**src/rtl/micro_sequencer_if.sv**
```systemverilog
// Sequencer handshake bundle: run control and instruction-register inputs in,
// microstate, run status and retired-instruction count out.
interface micro_sequencer_if #(
    parameter int CNT_W = 16
);
    logic             start;
    logic             halt_req;
    logic [5:0]       opcode;
    logic [1:0]       seq_ctl;
    logic             wait_req;
    logic [3:0]       state;
    logic             running;
    logic             ctrl_en;
    logic             illegal;
    logic [CNT_W-1:0] instr_cnt;

    modport master (
        output start, halt_req, opcode, seq_ctl, wait_req,
        input  state, running, ctrl_en, illegal, instr_cnt
    );

    modport slave (
        input  start, halt_req, opcode, seq_ctl, wait_req,
        output state, running, ctrl_en, illegal, instr_cnt
    );
endinterface

```
**src/rtl/micro_sequencer.sv**
```systemverilog
// Registered microstate engine for the multi-cycle controller ROM address.
// Define MICRO_SEQUENCER_TRAP_EN to trap illegal dispatches into TRAP_STATE and stop.
module micro_sequencer #(
    parameter logic [3:0] FETCH_STATE = 4'h0,
    parameter logic [3:0] TRAP_STATE  = 4'hF,
    parameter int         CNT_W       = 16
) (
    input  logic              clk,
    input  logic              rst_n,
    micro_sequencer_if.slave  sq
);
    typedef enum logic {IDLE, RUN} run_e;

    localparam logic [1:0] SEQ_NEXT  = 2'b00;
    localparam logic [1:0] SEQ_DISP1 = 2'b01;
    localparam logic [1:0] SEQ_DISP2 = 2'b10;
    localparam logic [1:0] SEQ_FETCH = 2'b11;

    run_e             run_q, run_d;
    logic [3:0]       st_q, st_d;
    logic [CNT_W-1:0] cnt_q, cnt_d;
    logic             hp_q, hp_d;
    logic             bad;
    logic             d1_ok, d2_ok;
    logic [3:0]       d1_tgt, d2_tgt;
    logic             running;
`ifdef MICRO_SEQUENCER_TRAP_EN
    logic             ill_q, ill_d;
`else
    logic             unused_trap;
    assign unused_trap = ^TRAP_STATE;
`endif

    // Dispatch ROMs, decoded straight from the instruction register opcode
    always_comb begin
        d1_ok  = 1'b1;
        d1_tgt = FETCH_STATE;
        case (sq.opcode)
            6'h00:   d1_tgt = 4'd6;
            6'h23:   d1_tgt = 4'd2;
            6'h2B:   d1_tgt = 4'd2;
            6'h04:   d1_tgt = 4'd8;
            6'h02:   d1_tgt = 4'd9;
            6'h08:   d1_tgt = 4'd10;
            default: d1_ok  = 1'b0;
        endcase
        d2_ok  = 1'b1;
        d2_tgt = FETCH_STATE;
        case (sq.opcode)
            6'h23:   d2_tgt = 4'd3;
            6'h2B:   d2_tgt = 4'd5;
            default: d2_ok  = 1'b0;
        endcase
    end

    always_comb begin
        run_d = run_q;
        st_d  = st_q;
        cnt_d = cnt_q;
        hp_d  = hp_q;
        bad   = 1'b0;
`ifdef MICRO_SEQUENCER_TRAP_EN
        ill_d = ill_q;
`endif
        case (run_q)
            IDLE: begin
                if (sq.start) begin
                    run_d = RUN;
                    st_d  = FETCH_STATE;
                    hp_d  = 1'b0;
`ifdef MICRO_SEQUENCER_TRAP_EN
                    ill_d = 1'b0;
`endif
                end
            end
            RUN: begin
                // A halt seen during a memory wait must still be remembered
                if (sq.halt_req)
                    hp_d = 1'b1;
                if (!sq.wait_req) begin
                    case (sq.seq_ctl)
                        SEQ_NEXT:  st_d = st_q + 4'd1;
                        SEQ_DISP1: if (d1_ok) st_d = d1_tgt; else bad = 1'b1;
                        SEQ_DISP2: if (d2_ok) st_d = d2_tgt; else bad = 1'b1;
                        SEQ_FETCH: begin
                            cnt_d = cnt_q + 1'b1;
                            st_d  = FETCH_STATE;
                            if (hp_q || sq.halt_req) begin
                                run_d = IDLE;
                                hp_d  = 1'b0;
                            end
                        end
                        default: st_d = st_q;
                    endcase
                    if (bad) begin
`ifdef MICRO_SEQUENCER_TRAP_EN
                        st_d  = TRAP_STATE;
                        ill_d = 1'b1;
                        run_d = IDLE;
                        hp_d  = 1'b0;
`else
                        st_d  = FETCH_STATE;
`endif
                    end
                end
            end
            default: run_d = IDLE;
        endcase
    end

    always_ff @(posedge clk or negedge rst_n) begin
        if (!rst_n) begin
            run_q <= IDLE;
            st_q  <= FETCH_STATE;
            cnt_q <= '0;
            hp_q  <= 1'b0;
        end else begin
            run_q <= run_d;
            st_q  <= st_d;
            cnt_q <= cnt_d;
            hp_q  <= hp_d;
        end
    end

`ifdef MICRO_SEQUENCER_TRAP_EN
    always_ff @(posedge clk or negedge rst_n) begin
        if (!rst_n) ill_q <= 1'b0;
        else        ill_q <= ill_d;
    end
    assign sq.illegal = ill_q;
`else
    assign sq.illegal = 1'b0;
`endif

    assign running      = (run_q == RUN);
    assign sq.running   = running;
    assign sq.state     = st_q;
    assign sq.instr_cnt = cnt_q;
    assign sq.ctrl_en   = running & ~sq.wait_req;
endmodule

```
**src/flat_wrapper.sv**
```systemverilog
// flat-port wrapper written by rule: the top's interface ports become plain ports
module micro_sequencer_flat 
#(
    parameter logic [3:0] FETCH_STATE = 4'h0,
    parameter logic [3:0] TRAP_STATE  = 4'hF,
    parameter int         CNT_W       = 16
)
  (clk, rst_n, sq_start, sq_halt_req, sq_opcode, sq_seq_ctl, sq_wait_req, sq_state, sq_running, sq_ctrl_en, sq_illegal, sq_instr_cnt);
  micro_sequencer_if #(.CNT_W(CNT_W)) sq_i ();
  input  logic clk;
  input  logic rst_n;
  input wire logic [$bits(sq_i.start)-1:0] sq_start;
  input wire logic [$bits(sq_i.halt_req)-1:0] sq_halt_req;
  input wire logic [$bits(sq_i.opcode)-1:0] sq_opcode;
  input wire logic [$bits(sq_i.seq_ctl)-1:0] sq_seq_ctl;
  input wire logic [$bits(sq_i.wait_req)-1:0] sq_wait_req;
  output wire logic [$bits(sq_i.state)-1:0] sq_state;
  output wire logic [$bits(sq_i.running)-1:0] sq_running;
  output wire logic [$bits(sq_i.ctrl_en)-1:0] sq_ctrl_en;
  output wire logic [$bits(sq_i.illegal)-1:0] sq_illegal;
  output wire logic [$bits(sq_i.instr_cnt)-1:0] sq_instr_cnt;
  assign sq_i.start = sq_start;
  assign sq_i.halt_req = sq_halt_req;
  assign sq_i.opcode = sq_opcode;
  assign sq_i.seq_ctl = sq_seq_ctl;
  assign sq_i.wait_req = sq_wait_req;
  assign sq_state = sq_i.state;
  assign sq_running = sq_i.running;
  assign sq_ctrl_en = sq_i.ctrl_en;
  assign sq_illegal = sq_i.illegal;
  assign sq_instr_cnt = sq_i.instr_cnt;
  micro_sequencer #(.FETCH_STATE(FETCH_STATE), .TRAP_STATE(TRAP_STATE), .CNT_W(CNT_W)) u_core (.clk(clk), .rst_n(rst_n), .sq(sq_i));
endmodule
```
**config.mk**
```make
export PLATFORM = sky130hd
export DESIGN_NAME = micro_sequencer_flat
export DESIGN_NICKNAME = d
export VERILOG_FILES = /design/src/rtl/micro_sequencer_if.sv /design/src/rtl/micro_sequencer.sv /design/src/flat_wrapper.sv
export SDC_FILE = /design/constraint.sdc
export NUM_CORES = 1
export LEC_CHECK = 0
export ABC_AREA = 1
export CAP_MARGIN = 40
export CORE_ASPECT_RATIO = 0.8
export CORE_MARGIN = 10
export CORE_UTILIZATION = 48
export DETAILED_ROUTE_END_ITERATION = 8
export PLACE_DENSITY = 0.89
export SYNTH_ARGS = -nofsm -noshare
export SYNTH_HDL_FRONTEND = slang
export SYNTH_SLANG_ARGS = --single-unit
```
**constraint.sdc**
```tcl
create_clock -name clk -period 1.7 [get_ports clk]
set_clock_uncertainty 0.1 [all_clocks]
set_input_delay 0.17 -clock clk [delete_from_list [all_inputs] [get_ports clk]]
set_output_delay 0.17 -clock clk [all_outputs]
set_load 0.05 [all_outputs]
```
# After elaboration in Yosys (flattened, before gate mapping)
# Index checks and enable logic that the tools add are counted.
# W data, S select, Z words.
# totals
ff_bits	22
input_bits	13
out_inout_bits	23
word_cells	55
# classes
n_addsub	2
eq_ne	12
n_mux	27
n_bitwise	3
reduce_logical	7
# ops
operator	count
$mux W4	5
$pmux W4 S5	1
$add A16 B1 Y16 const B	1
$pmux W4 S4	1
$mux W1	15
$eq A6 B6 Y1 const B	2
$ne A4 B4 Y1 const B	2
$pmux W4 S2	1
$eq A6 B2 Y1 const B	1
$eq A6 B3 Y1 const B	1
$eq A6 B4 Y1 const B	1
$logic_not A6 Y1	1
$pmux W1 S2	3
$pmux W3 S2	1
$reduce_or A6 Y1	1
$add A4 B1 Y4 const B	1
$eq A2 B2 Y1 const B	2
$ne A2 B2 Y1 const B	2
$reduce_and A4 Y1	1
$reduce_and A3 Y1	1
$eq A2 B1 Y1 const B	1
$logic_not A2 Y1	1
$not A1 Y1	2
$reduce_or A2 Y1	1
2 further kinds	2

# Longest topological paths before layout
# logic_depth
depth_word	10
mapped_depth	11
ltp_nobuf	11

# Least setup slack after synthesis
# Ideal clock, no wire load.
# synth_timing
path_kind	register to output
from	register u_core.run_q (netlist: u_core.sq.running)
to	output port sq_ctrl_en
t_arrival_ns	1.589
required_time_ns	1.430
setup_slack_ns	-0.159
stages_incl_launch_ff	3
n_path_buf	0
path_cell_list	dfrtp_1 -> inv_1 -> nor2_1
# synth_via
elab_chain_cells	1
# synth_rtl
element	line	text
start: declaration	micro_sequencer.sv:19	run_e run_q, run_d;
start signal: assignment	micro_sequencer.sv:118	run_q <= run_d;
$and A1 B1 Y1	micro_sequencer.sv:139	assign sq.ctrl_en = running & ~sq.wait_req;
end: declaration	flat_wrapper.sv:19	output wire logic [$bits(sq_i.ctrl_en)-1:0] sq_ctrl_en;
# No other way between the ends.

# Worst setup path in the final report
# layout_timing
from	register u_core.cnt_q[0] (netlist: u_core.sq.instr_cnt[0])
to	register u_core.cnt_q[14] (netlist: u_core.sq.instr_cnt[14])
# layout_via
elab_chain_cells	1
# layout_rtl
element	line	text
start: declaration	micro_sequencer.sv:21	logic [CNT_W-1:0] cnt_q, cnt_d;
start signal: assignment	micro_sequencer.sv:120	cnt_q <= cnt_d;
$add A16 B1 Y16	micro_sequencer.sv:86	cnt_d = cnt_q + 1'b1;
# No other way between the ends.
# A chain may end at the register's enable or synchronous reset.

==> impl_metrics.toml <==
[grt]
grt_usage = 0.124
grt_pass1_wl_mm = 5.39
grt_overflow = 0
antenna_found_initial = 0
grt_pass1_vias = 1239
grt_max_degree = 23

[cells_and_area]
drive_above_1_share = 0.314
layout_commonest_cell = "nand2_1"
antennaDiodeCount = 0
final_core_util = 0.689
layout_common_cells = "nand2_1 (41), buf_4 (36), nor2_1 (20), inv_1 (19), dfrtp_1 (13)"
syn_to_final_growth_pct = 37.1
nets = 243
fillers = 217

[clock_tree]
root_buffer = "clkbuf_4"
htreeDepth = 1
cts_buffers = 3
cts_tree = "built"
clkLatencyLatePin_ns = 0.31
cts.sinks = 22
cts_max_path_buffers = 2
path_clk_slew_ns = 0.12
postCtsHoldBufs = 0

[route]
first_iter_violations = 86
drt_pre_antenna_iters = 4
ant_nets = 0
vias_per_cell = 4.84
wl_mm = 3.13
wl_per_cell_um = 12.0
vias = 1263
drc = 0

[placement]
post-dp-hpwl_mm = 2.59
io_buffers = 34
gp_congestion = 0.868

[timing]
hold_viol = 0
min_period_ns = 1.55
fmax_mhz = 643
holdWs_ns = 0.0808
drv_slew = 0
finalSetupViolations = 0
rsz0062_at_grt = "no"
period_share = 0.914

[synth]
syn-num-nets = 190
synth_area_leaders = "dfrtp_1 (40%), nand2_1 (11%), nor2_1 (5.7%)"
synth-seq-cells = 22
ys.warnings.count = 0
syn_inst = 171
syn_avg_cell_area_um2 = 8.12
synth_area_um2 = 1390
ys_types = 27
yosysTopAreaCell = "dfrtp_1"
synth_seq_area_share = 0.396
synth_top_area_share = 0.396

[die]
chipHeight_um = 68.1
fp-row-count = 17
die-width_um = 80.1
die-area_um2 = 5460
core-area_um2 = 2770
initial_utilization = 0.502
io_pins = 36

[critical_path]
worstPathArrival_ns = 1.67
startpoint_type = "flip-flop"
crit_path_end_kind = "flip-flop"
critPathMaxFanout = 4
cp.required_ns = 1.82
path_class = "flip-flop to flip-flop"

[power]
powerDensity_nw_per_um2 = 862
max-vdd-ir-drop_mv = 0.849
p_leak_nw = 1.02

[job]
max_cap_viol_count = 0

[run_status]
status = "complete, no violations"

[worst_hold_path]
min_path_type = "primary input to async pin"
-- routing by layer --
metal,vias up,GRT usage,part of all wire
met5,-,0,0
met4,0,0.0461,0.014
met3,5,0.0471,0.070
met2,33,0.212,0.48
met1,582,0.139,0.44
li1,643,-,-
-- power by group --
group / switching (mW) / internal [mW] / total, mW
Sequential: 0.0871 / 0.604 / 0.691
Combinational: 0.430 / 0.232 / 0.662
Clock: 0.158 / 0.131 / 0.289
-- path summary, 6_finish.rpt --
check / from / endpoint / slack [ns] / depth (start not counted)
worst max register to register: u_core.sq.instr_cnt[0] / u_core.sq.instr_cnt[14] / 0.15 / 7
min in group clk: u_core.sq.instr_cnt[7] / u_core.sq.instr_cnt[7] / 0.39 / 1
worst min register to register: u_core.sq.instr_cnt[7] / u_core.sq.instr_cnt[7] / 0.39 / 1
max in group asynchronous: rst_n / u_core.sq.instr_cnt[4] / 1.18 / 2
worst max-delay path: u_core.sq.instr_cnt[0] / u_core.sq.instr_cnt[14] / 0.15 / 7
worst min-delay path: rst_n / u_core.sq.instr_cnt[15] / 0.08 / 2
-- through the flow --
stage / power (mW) / instance area (um2) / std cells / worst slack [ns] / setup TNS [ns]
floorplan: 1.12 / 1400 / 171 / 0.0214 / 0
global placement: 1.35 / 1830 / 254 / -0.235 / -2.01
detailed placement: 1.37 / 1830 / 254 / -0.310 / -2.74
CTS: 1.65 / 1870 / 258 / 0.0225 / 0
global route: 1.74 / 1900 / 261 / 0.0166 / 0
finish: 1.64 / 1900 / 261 / 0.146 / 0
-- layout make-up --
class	instances	area, um2	area share
Inverter	19	71.3	0.0375
Clock buffer	4	36.3	0.0191
Multi-Input combinational cell	129	772	0.405
Tap cell	38	47.5	0.0250
Timing Repair Buffer	49	415	0.218
Sequential cell	22	562	0.295
-- Yosys cell counts --
cell / n
a21boi_2: 1
a21oi_1: 7
a22oi_1: 1
and3_1: 1
buf_4: 1
conb_1: 1
dfrtp_1: 22
ha_1: 6
inv_1: 19
mux2_2: 1
nand2_1: 42
nand2_2: 4
nand2_4: 1
nand3_1: 12
nand3_2: 2
nand4_1: 2
nor2_1: 21
nor2_2: 3
nor2_4: 2
nor3_1: 1
nor3_4: 1
nor3b_4: 2
o21ai_0: 3
o21bai_1: 1
o31ai_1: 1
xnor2_1: 5
xor2_1: 8
-- state kept, by name, summed over array words and instances (netlist names) --
name                 count
u_core.hp_q              1
u_core.sq.state          4
u_core.sq.instr_cnt     16
u_core.sq.running        1
-- critical path, stage by stage, from the launching register on --
cell,delay [ns]
dfrtp_2,0.42
ha_1,0.15
inv_1,0.07
nor3_4,0.26
nand2_2,0.10
nor2_4,0.13
nand3_2,0.08
xor2_1,0.14
-- cells by family (layout without fill, tap and decap cells) --
group | count (synthesis) | after routing | share of synthesized area
compound gates | 14 | 14 | 0.0604
other cells | 1 | 1 | 0.00270
mux | 1 | 1 | 0.00811
flops | 22 | 22 | 0.396
simple gates | 94 | 94 | 0.340
fa+ha+maj | 6 | 6 | 0.0541
buf+inv | 20 | 72 | 0.0568
xor+xnor | 13 | 13 | 0.0820
-- timing repair --
item | CTS | global route
setup buffers | 0 | 3
endpoints found under the setup margin | 0 | 5
endpoints found under the hold margin | 0 | 0
gates resized for setup | 0 | 5
No activity file was read; power rests on OpenSTA's default activity.
